--- src/rtl/scr1_trace_sched_pkg.sv ---
// Shared types for the SCR1 trace scheduler: record layout,
// FSM states and small arithmetic helpers.
package scr1_trace_sched_pkg;

    localparam int FIFO_DEPTH_DEF = 4;

    typedef enum logic [1:0] {
        REC_PC   = 2'd0,
        REC_MPRF = 2'd1,
        REC_CSR  = 2'd2,
        REC_DROP = 2'd3
    } rec_type_e;

    typedef struct packed {
        rec_type_e   rtype;
        logic [4:0]  tag;
        logic [31:0] ts;
        logic [31:0] data;
    } rec_t;

    typedef enum logic [1:0] {
        ST_IDLE,
        ST_RUN,
        ST_DRAIN
    } state_e;

    function automatic logic [15:0] sat_add(input logic [15:0] a,
                                            input logic [1:0]  b);
        logic [16:0] s;
        s = {1'b0, a} + {15'b0, b};
        return s[16] ? 16'hFFFF : s[15:0];
    endfunction

    function automatic logic [1:0] next_src(input logic [1:0] s);
        return (s == 2'd2) ? 2'd0 : s + 2'd1;
    endfunction

endpackage

--- src/rtl/scr1_trace_fifo.sv ---
// Synchronous record FIFO; head entry is read straight from the
// storage registers so it is stable while the consumer stalls.
module scr1_trace_fifo
    import scr1_trace_sched_pkg::*;
#(
    parameter int DEPTH = FIFO_DEPTH_DEF
) (
    input  logic clk,
    input  logic rst_n,
    input  logic push,
    input  rec_t din,
    input  logic pop,
    output rec_t dout,
    output logic full,
    output logic empty
);
    localparam int AW = $clog2(DEPTH);

    rec_t          mem [DEPTH];
    logic [AW-1:0] wr_ptr;
    logic [AW-1:0] rd_ptr;
    logic [AW:0]   cnt;
    logic          do_push;
    logic          do_pop;

    assign full    = (cnt == (AW+1)'(DEPTH));
    assign empty   = (cnt == '0);
    assign do_push = push & ~full;
    assign do_pop  = pop & ~empty;
    assign dout    = mem[rd_ptr];

    always_ff @(posedge clk or negedge rst_n) begin
        if (!rst_n) begin
            for (int i = 0; i < DEPTH; i++) mem[i] <= '0;
            wr_ptr <= '0;
            rd_ptr <= '0;
            cnt    <= '0;
        end else begin
            if (do_push) begin
                mem[wr_ptr] <= din;
                wr_ptr      <= wr_ptr + AW'(1);
            end
            if (do_pop) rd_ptr <= rd_ptr + AW'(1);
            unique case ({do_push, do_pop})
                2'b10:   cnt <= cnt + (AW+1)'(1);
                2'b01:   cnt <= cnt - (AW+1)'(1);
                default: cnt <= cnt;
            endcase
        end
    end

endmodule

--- src/rtl/scr1_trace_sched.sv ---
// Trace capture scheduler: three event sources with one-deep holds,
// round-robin arbitration into a record FIFO, overflow reporting.
module scr1_trace_sched
    import scr1_trace_sched_pkg::*;
#(
    parameter int FIFO_DEPTH = FIFO_DEPTH_DEF
) (
    input  logic        clk,
    input  logic        rst_n,
    input  logic        ctrl_start,
    input  logic        ctrl_stop,
    input  logic        update_pc_en,
    input  logic [31:0] update_pc,
    input  logic        mprf_wr_en,
    input  logic [4:0]  mprf_wr_addr,
    input  logic [31:0] mprf_wr_data,
    input  logic        csr_chg,
    input  logic [2:0]  csr_sel,
    input  logic [31:0] csr_data,
    output logic        rec_vld,
    input  logic        rec_rdy,
    output logic [1:0]  rec_type,
    output logic [4:0]  rec_tag,
    output logic [31:0] rec_ts,
    output logic [31:0] rec_data,
    output logic        busy,
    output logic [15:0] ovf_cnt
);
    state_e      state_q;
    state_e      state_d;
    logic [31:0] ts_q;
    rec_t        hold [3];
    rec_t        ev_rec [3];
    logic [2:0]  hold_vld;
    logic [2:0]  ev;
    logic [2:0]  grant;
    logic [2:0]  drop;
    logic [1:0]  rr_q;
    logic [1:0]  rr_d;
    logic [1:0]  n_drop;
    logic        drop_pend;
    logic [15:0] drop_cnt;
    logic        drop_gnt;
    logic        start;
    logic        run;
    logic        push;
    logic        full;
    logic        empty;
    rec_t        push_rec;
    rec_t        head;

    always_comb begin
        state_d = state_q;
        unique case (state_q)
            ST_IDLE:  if (ctrl_start && !ctrl_stop) state_d = ST_RUN;
            ST_RUN:   if (ctrl_stop) state_d = ST_DRAIN;
            ST_DRAIN: if (hold_vld == '0 && !drop_pend && empty)
                          state_d = ST_IDLE;
            default:  state_d = ST_IDLE;
        endcase
    end

    assign start = (state_q == ST_IDLE) && (state_d == ST_RUN);
    assign run   = (state_q == ST_RUN);
    assign busy  = (state_q != ST_IDLE);

    assign ev[0] = run & update_pc_en;
    assign ev[1] = run & mprf_wr_en & (|mprf_wr_addr);
    assign ev[2] = run & csr_chg;

    always_comb begin
        ev_rec[0] = '{rtype: REC_PC, tag: 5'd0,
                      ts: ts_q, data: update_pc};
        ev_rec[1] = '{rtype: REC_MPRF, tag: mprf_wr_addr,
                      ts: ts_q, data: mprf_wr_data};
        ev_rec[2] = '{rtype: REC_CSR, tag: {2'b0, csr_sel},
                      ts: ts_q, data: csr_data};
    end

    // Pending drop report outranks every hold; otherwise round-robin.
    always_comb begin
        logic [1:0] src;
        grant    = '0;
        drop_gnt = 1'b0;
        push     = 1'b0;
        push_rec = '0;
        rr_d     = rr_q;
        src      = next_src(rr_q);
        if (!full && drop_pend) begin
            drop_gnt = 1'b1;
            push     = 1'b1;
            push_rec = '{rtype: REC_DROP, tag: 5'd0,
                         ts: ts_q, data: {16'h0, drop_cnt}};
        end else if (!full) begin
            for (int k = 0; k < 3; k++) begin
                if (!push && hold_vld[src]) begin
                    push       = 1'b1;
                    grant[src] = 1'b1;
                    push_rec   = hold[src];
                    rr_d       = src;
                end
                src = next_src(src);
            end
        end
    end

    assign drop   = ev & hold_vld & ~grant;
    assign n_drop = {1'b0, drop[0]} + {1'b0, drop[1]} + {1'b0, drop[2]};

    always_ff @(posedge clk or negedge rst_n) begin
        if (!rst_n) begin
            state_q   <= ST_IDLE;
            ts_q      <= '0;
            rr_q      <= 2'd2;
            drop_pend <= 1'b0;
            drop_cnt  <= '0;
            ovf_cnt   <= '0;
            hold_vld  <= '0;
            for (int i = 0; i < 3; i++) hold[i] <= '0;
        end else begin
            state_q <= state_d;
            rr_q    <= rr_d;
            if (start) ts_q <= '0;
            else if (state_q != ST_IDLE) ts_q <= ts_q + 32'd1;
            if (start) begin
                drop_pend <= 1'b0;
                drop_cnt  <= '0;
                ovf_cnt   <= '0;
            end else begin
                if (|drop) ovf_cnt <= sat_add(ovf_cnt, n_drop);
                if (drop_gnt) begin
                    drop_pend <= |drop;
                    drop_cnt  <= {14'b0, n_drop};
                end else if (|drop) begin
                    drop_pend <= 1'b1;
                    drop_cnt  <= sat_add(drop_cnt, n_drop);
                end
            end
            for (int i = 0; i < 3; i++) begin
                if (start) begin
                    hold_vld[i] <= 1'b0;
                end else if (ev[i] && (!hold_vld[i] || grant[i])) begin
                    hold_vld[i] <= 1'b1;
                    hold[i]     <= ev_rec[i];
                end else if (grant[i]) begin
                    hold_vld[i] <= 1'b0;
                end
            end
        end
    end

    scr1_trace_fifo #(
        .DEPTH (FIFO_DEPTH)
    ) u_fifo (
        .clk   (clk),
        .rst_n (rst_n),
        .push  (push),
        .din   (push_rec),
        .pop   (rec_vld & rec_rdy),
        .dout  (head),
        .full  (full),
        .empty (empty)
    );

    assign rec_vld  = ~empty;
    assign rec_type = head.rtype;
    assign rec_tag  = head.tag;
    assign rec_ts   = head.ts;
    assign rec_data = head.data;

endmodule

--- config.mk ---
export PLATFORM = sky130hd
export DESIGN_NAME = scr1_trace_sched
export DESIGN_NICKNAME = d
export VERILOG_FILES = /design/src/rtl/scr1_trace_sched_pkg.sv /design/src/rtl/scr1_trace_fifo.sv /design/src/rtl/scr1_trace_sched.sv
export SDC_FILE = /design/constraint.sdc
export NUM_CORES = 1
export LEC_CHECK = 0
export ABC_AREA = 1
export CAP_MARGIN = 20
export CORE_AREA = 4 4 232 234
export CTS_CLUSTER_SIZE = 12
export DETAILED_ROUTE_END_ITERATION = 7
export DIE_AREA = 0 0 236 238
export HOLD_SLACK_MARGIN = 0.12
export PLACE_DENSITY_LB_ADDON = 0.3
export SYNTH_ARGS = -nofsm -noshare
export SYNTH_HDL_FRONTEND = slang
export SYNTH_SLANG_ARGS = --single-unit
--- constraint.sdc ---
create_clock -name clk -period 9.25 [get_ports clk]
set_clock_uncertainty 0.15 [all_clocks]
set_input_delay 0.925 -clock clk [delete_from_list [all_inputs] [get_ports clk]]
set_output_delay 0.925 -clock clk [all_outputs]
set_load 0.1 [all_outputs]
Word-level counts from Yosys, hierarchy flattened:

Index checks and enable logic that the tools add are counted.

* register bits after elaboration: 565
* input port bits: 112
* output and inout bits: 89

* $add $sub $neg: 12
* order comparisons: 12
* eq/ne operators: 9
* mux-type cells: 83
* bitwise gates (word level): 21
* reductions and logical operators: 43

Operator list (count)
* $mux W71: 14
* $bmux W71 S2: 4
* $bwmux W284: 1
* $demux W71 S2: 1
* $mux W16: 7
* $mux W32: 2
* $add A16 B2 Y17: 2
* $add A32 B1 Y32 const B: 1
* $mux W1: 28
* $mux W3: 9
* $mux W2: 9
* $ge A3 B3 Y1 const B: 5
* $not A2 Y3: 5
* $reduce_bool A3 Y1: 5
* $logic_and A1 B1 Y1: 14
* $add A2 B1 Y2 const B: 5
* $eq A2 B2 Y1 const B: 5
* $lt A2 B3 Y1 const B: 3
* $logic_not A1 Y1: 8
* $reduce_bool A2 Y1: 4
* $and A1 B1 Y1: 7
* $and A3 B3 Y3: 2
* $bmux W1 S2: 3
* $demux W1 S2: 3
* 20 further kinds: 33

Depth between registers and ports, before layout:

* word-level depth: 26
* depth in mapped cells: 27
* gate-level depth less buffers: 24

Cells and area by module:

Synthesis repeated with hierarchy kept, for this count alone.

* cells, all modules: 4047
* area total of the unflattened synthesis: 31003.5 µm²

Modules (own cells, without submodules)
* scr1_trace_sched: instances 1, cells each 2256, area an instance 16882.4 µm², seq. area each 6857.8 µm²
* scr1_trace_fifo: instances 1, cells each 1791, area an instance 14121.0 µm², seq. area each 7282.0 µm²

Worst setup path before layout:

No wires, ideal clock.

* path kind: register -> register
* from: register rr_q[1]
* to: register ovf_cnt[10]
* data arrival time: 3893 ps
* slack: 5137 ps
* cell stages (with the launch flop): 22
* clock period less this slack: 4113 ps
* path through: dfstp_2 -> buf_2 -> nand2_1 -> nand3_4 -> buf_6 -> nand4_1 -> nand2_2 -> nand2_4 -> nand2_4 -> buf_2 -> inv_1 -> fa_1 -> ha_1 -> fa_1 -> nand3_1 -> nor3_1 -> nand2_1 -> nor2_1 -> nand4_1 -> inv_1 -> o21ai_0 -> nand2_1

* word-level cells in the longest chain between the ends: 25

Ends and longest elaborated chain
* start: declaration: RTL line scr1_trace_sched.sv:38 `logic [1:0] rr_q;`
* start signal: assignment: RTL line scr1_trace_sched.sv:122 `rr_q <= rr_d;`
* $add A2 B1 Y2 / $eq A2 B2 Y1 (equally long branches): RTL line scr1_trace_sched_pkg.sv:35 `return (s == 2'd2) ? 2'd0 : s + 2'd1;`
* $mux W2 (*): RTL line scr1_trace_sched_pkg.sv:35
* parallel branches: the longest is 12 deep, another holds $lt A2 B3 Y1
* $mux W3 (*): RTL line scr1_trace_sched.sv:96 `if (!push && hold_vld[src]) begin`
* $mux W3 (*): RTL line scr1_trace_sched.sv:94 `end else if (!full) begin`
* $mux W3 (*): RTL line scr1_trace_sched.sv:89 `if (!full && drop_pend) begin`
* $not A3 Y3 (*): RTL line scr1_trace_sched.sv:107 `assign drop = ev & hold_vld & ~grant;`
* $and A3 B3 Y3 (*): RTL line scr1_trace_sched.sv:107
* $add A1 B1 Y2: RTL line scr1_trace_sched.sv:108 `assign n_drop = {1'b0, drop[0]} + {1'b0, drop[1]} + {1'b0, drop[2]};`
* $add A2 B1 Y2: RTL line scr1_trace_sched.sv:108
* $add A16 B2 Y17: RTL line scr1_trace_sched_pkg.sv:30 `s = {1'b0, a} + {15'b0, b};`
* $mux W16: RTL line scr1_trace_sched_pkg.sv:31 `return s[16] ? 16'hFFFF : s[15:0];`
* $mux W16: RTL line scr1_trace_sched.sv:130 `if (|drop) ovf_cnt <= sat_add(ovf_cnt, n_drop);`
* $mux W16: RTL line scr1_trace_sched.sv:125 `if (start) begin`
* end signal: assignment: RTL line scr1_trace_sched.sv:130
* end: declaration: RTL line scr1_trace_sched.sv:27 `output logic [15:0] ovf_cnt`

Mark *: on every way between the ends. The select of a mux whose other input is x is not followed.
A chain may end at the register's enable or synchronous reset.

Worst setup path after layout:

* from: register rr_q[1]
* to: register drop_cnt[13]

* word-level cells in the longest chain between the ends: 26

Ends and longest elaborated chain
* $add A2 B1 Y2 / $eq A2 B2 Y1 (equally long branches): RTL line scr1_trace_sched_pkg.sv:35
* $mux W2 (*): RTL line scr1_trace_sched_pkg.sv:35
* parallel branches: the longest is 12 deep, another holds $lt A2 B3 Y1
* $mux W3 (*): RTL line scr1_trace_sched.sv:96
* $mux W3 (*): RTL line scr1_trace_sched.sv:94
* $mux W3 (*): RTL line scr1_trace_sched.sv:89
* $not A3 Y3 (*): RTL line scr1_trace_sched.sv:107
* $and A3 B3 Y3 (*): RTL line scr1_trace_sched.sv:107
* $add A1 B1 Y2: RTL line scr1_trace_sched.sv:108
* $add A2 B1 Y2: RTL line scr1_trace_sched.sv:108
* $add A16 B2 Y17: RTL line scr1_trace_sched_pkg.sv:30
* $mux W16: RTL line scr1_trace_sched_pkg.sv:31
* $mux W16: RTL line scr1_trace_sched.sv:134 `end else if (|drop) begin`
* $mux W16: RTL line scr1_trace_sched.sv:131 `if (drop_gnt) begin`
* $mux W16: RTL line scr1_trace_sched.sv:125
* end signal: assignment: RTL line scr1_trace_sched.sv:133 `drop_cnt <= {14'b0, n_drop};`
* end signal: assignment: RTL line scr1_trace_sched.sv:136 `drop_cnt <= sat_add(drop_cnt, n_drop);`
* end: declaration: RTL line scr1_trace_sched.sv:42 `logic [15:0] drop_cnt;`

Marks and branches as above.

==> impl_metrics.py <==
metrics = {
    "place": {
        "hpwl_um": 57800,
        "placed_area_sq_um": 32100,
        "place_ws_ns": 2.49,
        "routabilityCongestion": 0.917,
        "dp.cells": 4727,
        "io_buffer_count": 200,
    },
    "timing": {
        "fmax_mhz": 144,
        "slew_violations": 0,
        "setup_ws_ns": 2.31,
        "tightest_slew_ns": 1.14,
        "rsz0062_at_grt": "false",
        "hold_viol": 0,
        "setup_violations": 0,
        "timing.final.crit_share_pct": 75.0,
        "max-slew-margin-rel_pct": 23.5,
        "tns_ns": 0,
        "layout_min_cycle_time_ns": 6.94,
    },
    "floorplan": {
        "io_pins": 201,
        "rows": 84,
        "initial_utilization_pct": 58.1,
        "die_h_um": 238,
        "core_area_sq_um": 52000,
        "die_area_sq_um": 56200,
        "die_w_um": 236,
    },
    "cts": {
        "htreeDepth": 2,
        "hold_buffers": 0,
        "cts_setup_buffers": 0,
        "cts-buffers-inserted": 59,
        "cts.sinks": 565,
        "cts_root_buf": "clkbuf_16",
        "clk_latency_ns": 0.63,
        "cts_tree": "built",
        "cts.clk_slew.worst_paths_ns": 0.06,
        "ctsLongestPathBuffers": 3,
        "cts_resized": 0,
    },
    "synthesis": {
        "syn_inst": 4099,
        "synth_edf_count": 0,
        "syn_area_sq_um": 30300,
        "avgSynthCellArea_sq_um": 7.38,
        "synthDistinctLibCells": 41,
        "ys_async_sr_fraction_pct": 100,
        "syn_nets": 4225,
        "ys_warn_count": 0,
        "synth_ff_type": "dfrtp_1",
        "ys_ff_latch": 565,
        "synth.yosys.seq_area_share_pct": 46.7,
    },
    "global_route": {
        "grt_pass1_vias": 27285,
        "grt_pass1_wl_um": 149000,
        "track_usage_pct": 32.4,
        "grt_remaining_overflow": 0,
        "grt_max_degree": 138,
        "antenna_found_initial": 1,
    },
    "final_layout": {
        "fin_area_sq_um": 33900,
        "final_cells": 4830,
        "fin_nets": 4228,
        "drive_gt1_share_pct": 4.42,
        "area_growth_pct": 12.2,
        "antenna_cells": 0,
    },
    "setup_path": {
        "crit_arrival_ns": 7.35,
        "start_kind": "register",
        "crit_fanout": 101,
        "crit_type": "register to register",
        "rr_worst_depth": 20,
        "endpoint_kind": "register",
        "cp_data_required_time_ns": 9.67,
    },
    "detailed_routing": {
        "drtPass1Iterations": 6,
        "wirelength_um": 93500,
        "vias": 29175,
        "antenna_left": 0,
        "viasPerCell": 6.04,
        "wl_per_cell_um": 19.3,
        "drc_errors": 0,
        "drtIter0Drc": 3538,
    },
    "outcome": {
        "outcome": "complete, no violations",
    },
    "min_path": {
        "hold_path_class": "input port to asynchronous set/reset pin",
    },
    "run": {
        "max_cap_viol_count": 0,
    },
}
==> state kept, by name, summed over array words and instances (netlist names) <==
name	cells
u_fifo.mem	284
ovf_cnt	16
u_fifo.rd_ptr	2
hold	202
state_q	2
u_fifo.cnt	3
rr_q	2
drop_cnt	16
hold_vld	3
drop_pend	1
ts_q	32
u_fifo.wr_ptr	2
==> worst paths after layout <==
check	start	to	slack, ns
worst max-delay path	rr_q[1]	drop_cnt[13]	2.31
worst min-delay path	rst_n	u_fifo.mem[18]	0.17
worst max register to register	rr_q[1]	drop_cnt[13]	2.31
worst min register to register	u_fifo.mem[175]	u_fifo.mem[175]	0.32
max in group asynchronous	rst_n	hold[116]	6.57
min in group clk	u_fifo.mem[175]	u_fifo.mem[175]	0.32
==> cells in the final DEF, fill, tap and decap left out, drive strengths merged, types with 4 or more instances in the layout <==
cell	n
a21oi	56
o22ai	216
ha	10
nand3	180
nor3	110
o221ai	7
dfrtp	564
o31ai	40
clkdlybuf4s50	199
nor4	6
o21ai	588
nand2	1348
buf	40
xor2	17
inv	169
nand4	49
o21a	16
clkbuf	89
or2	4
nor2	401
clkinv	10
fa	4
==> per-layer routing <==
metal / routed length (um) / up-vias / global-route usage [%]
met4: 4330 / 2 / 14.5
met3: 9430 / 243 / 6.76
met2: 41800 / 1464 / 50.6
met1: 37900 / 13850 / 44.3
li1: - / 13616 / -
met5: 11 / - / 0
==> cells by family (layout without fill, tap and decap cells) <==
family	Yosys count	count (layout)	synth area share, %
adders and majority gates	14	14	0.678
and+or+nand+nor	2104	2104	28.3
buffers and inverters	467	510	6.76
xor gates and xnor gates	19	19	0.550
DFF	565	565	46.7
AOI/OAI and AO/OA	930	930	17.0
==> area by class of cell <==
cell class,count,area [sq um]
Tap cell,688,861
Clock buffer,89,1700
Sequential cell,565,14100
Fill cell,4430,18100
Inverter,170,646
Clock inverter,12,130
Multi-Input combinational cell,3067,14100
Timing Repair Buffer,239,2330
==> synth_stat cells (20+ instances only) <==
cell type / count / area, sq um
buf_4: 20 / 150
inv_1: 158 / 593
buf_1: 27 / 101
o21ai_1: 175 / 876
a21oi_1: 46 / 230
nand2_1: 1331 / 5000
nand3_1: 177 / 886
nand4_1: 49 / 307
buf_2: 87 / 435
o22ai_1: 216 / 1350
o21ai_0: 413 / 2070
dfrtp_1: 564 / 14100
clkbuf_1: 147 / 552
o31ai_1: 40 / 300
nor2_1: 393 / 1480
nor3_1: 109 / 546
==> worst max-delay path, stage by stage, from the launching register on <==
cell and delay (ns):
dfstp_4 1.26, inv_6 0.46, nand2_4 0.86, nor2_1 0.13, nor2_2 0.27, nand4_1 0.16, nand2_2 0.14, nand2_4 0.08
nand2_4 0.37, inv_1 0.12, fa_1 0.66, ha_1 0.23, fa_1 0.23, nand2_1 0.06, nor2_1 0.14, nand3_1 0.15
nor3_2 0.34, nand3_1 0.51, nand3b_1 0.26, nand3_1 0.10, nand2_1 0.10
==> per-stage QoR <==
step / hold WS, ns / utilization (%)
final: 0.165 / 65.2
after global routing: 0.219 / 65.2
after CTS: 0.182 / 65.2
after detailed placement: 0.311 / 61.7
after global placement: 0.305 / 61.7
after floorplan: 0.284 / -
Power is not shown: default switching activity piles up to over one toggle a cycle in this logic, so the estimate is an artifact.
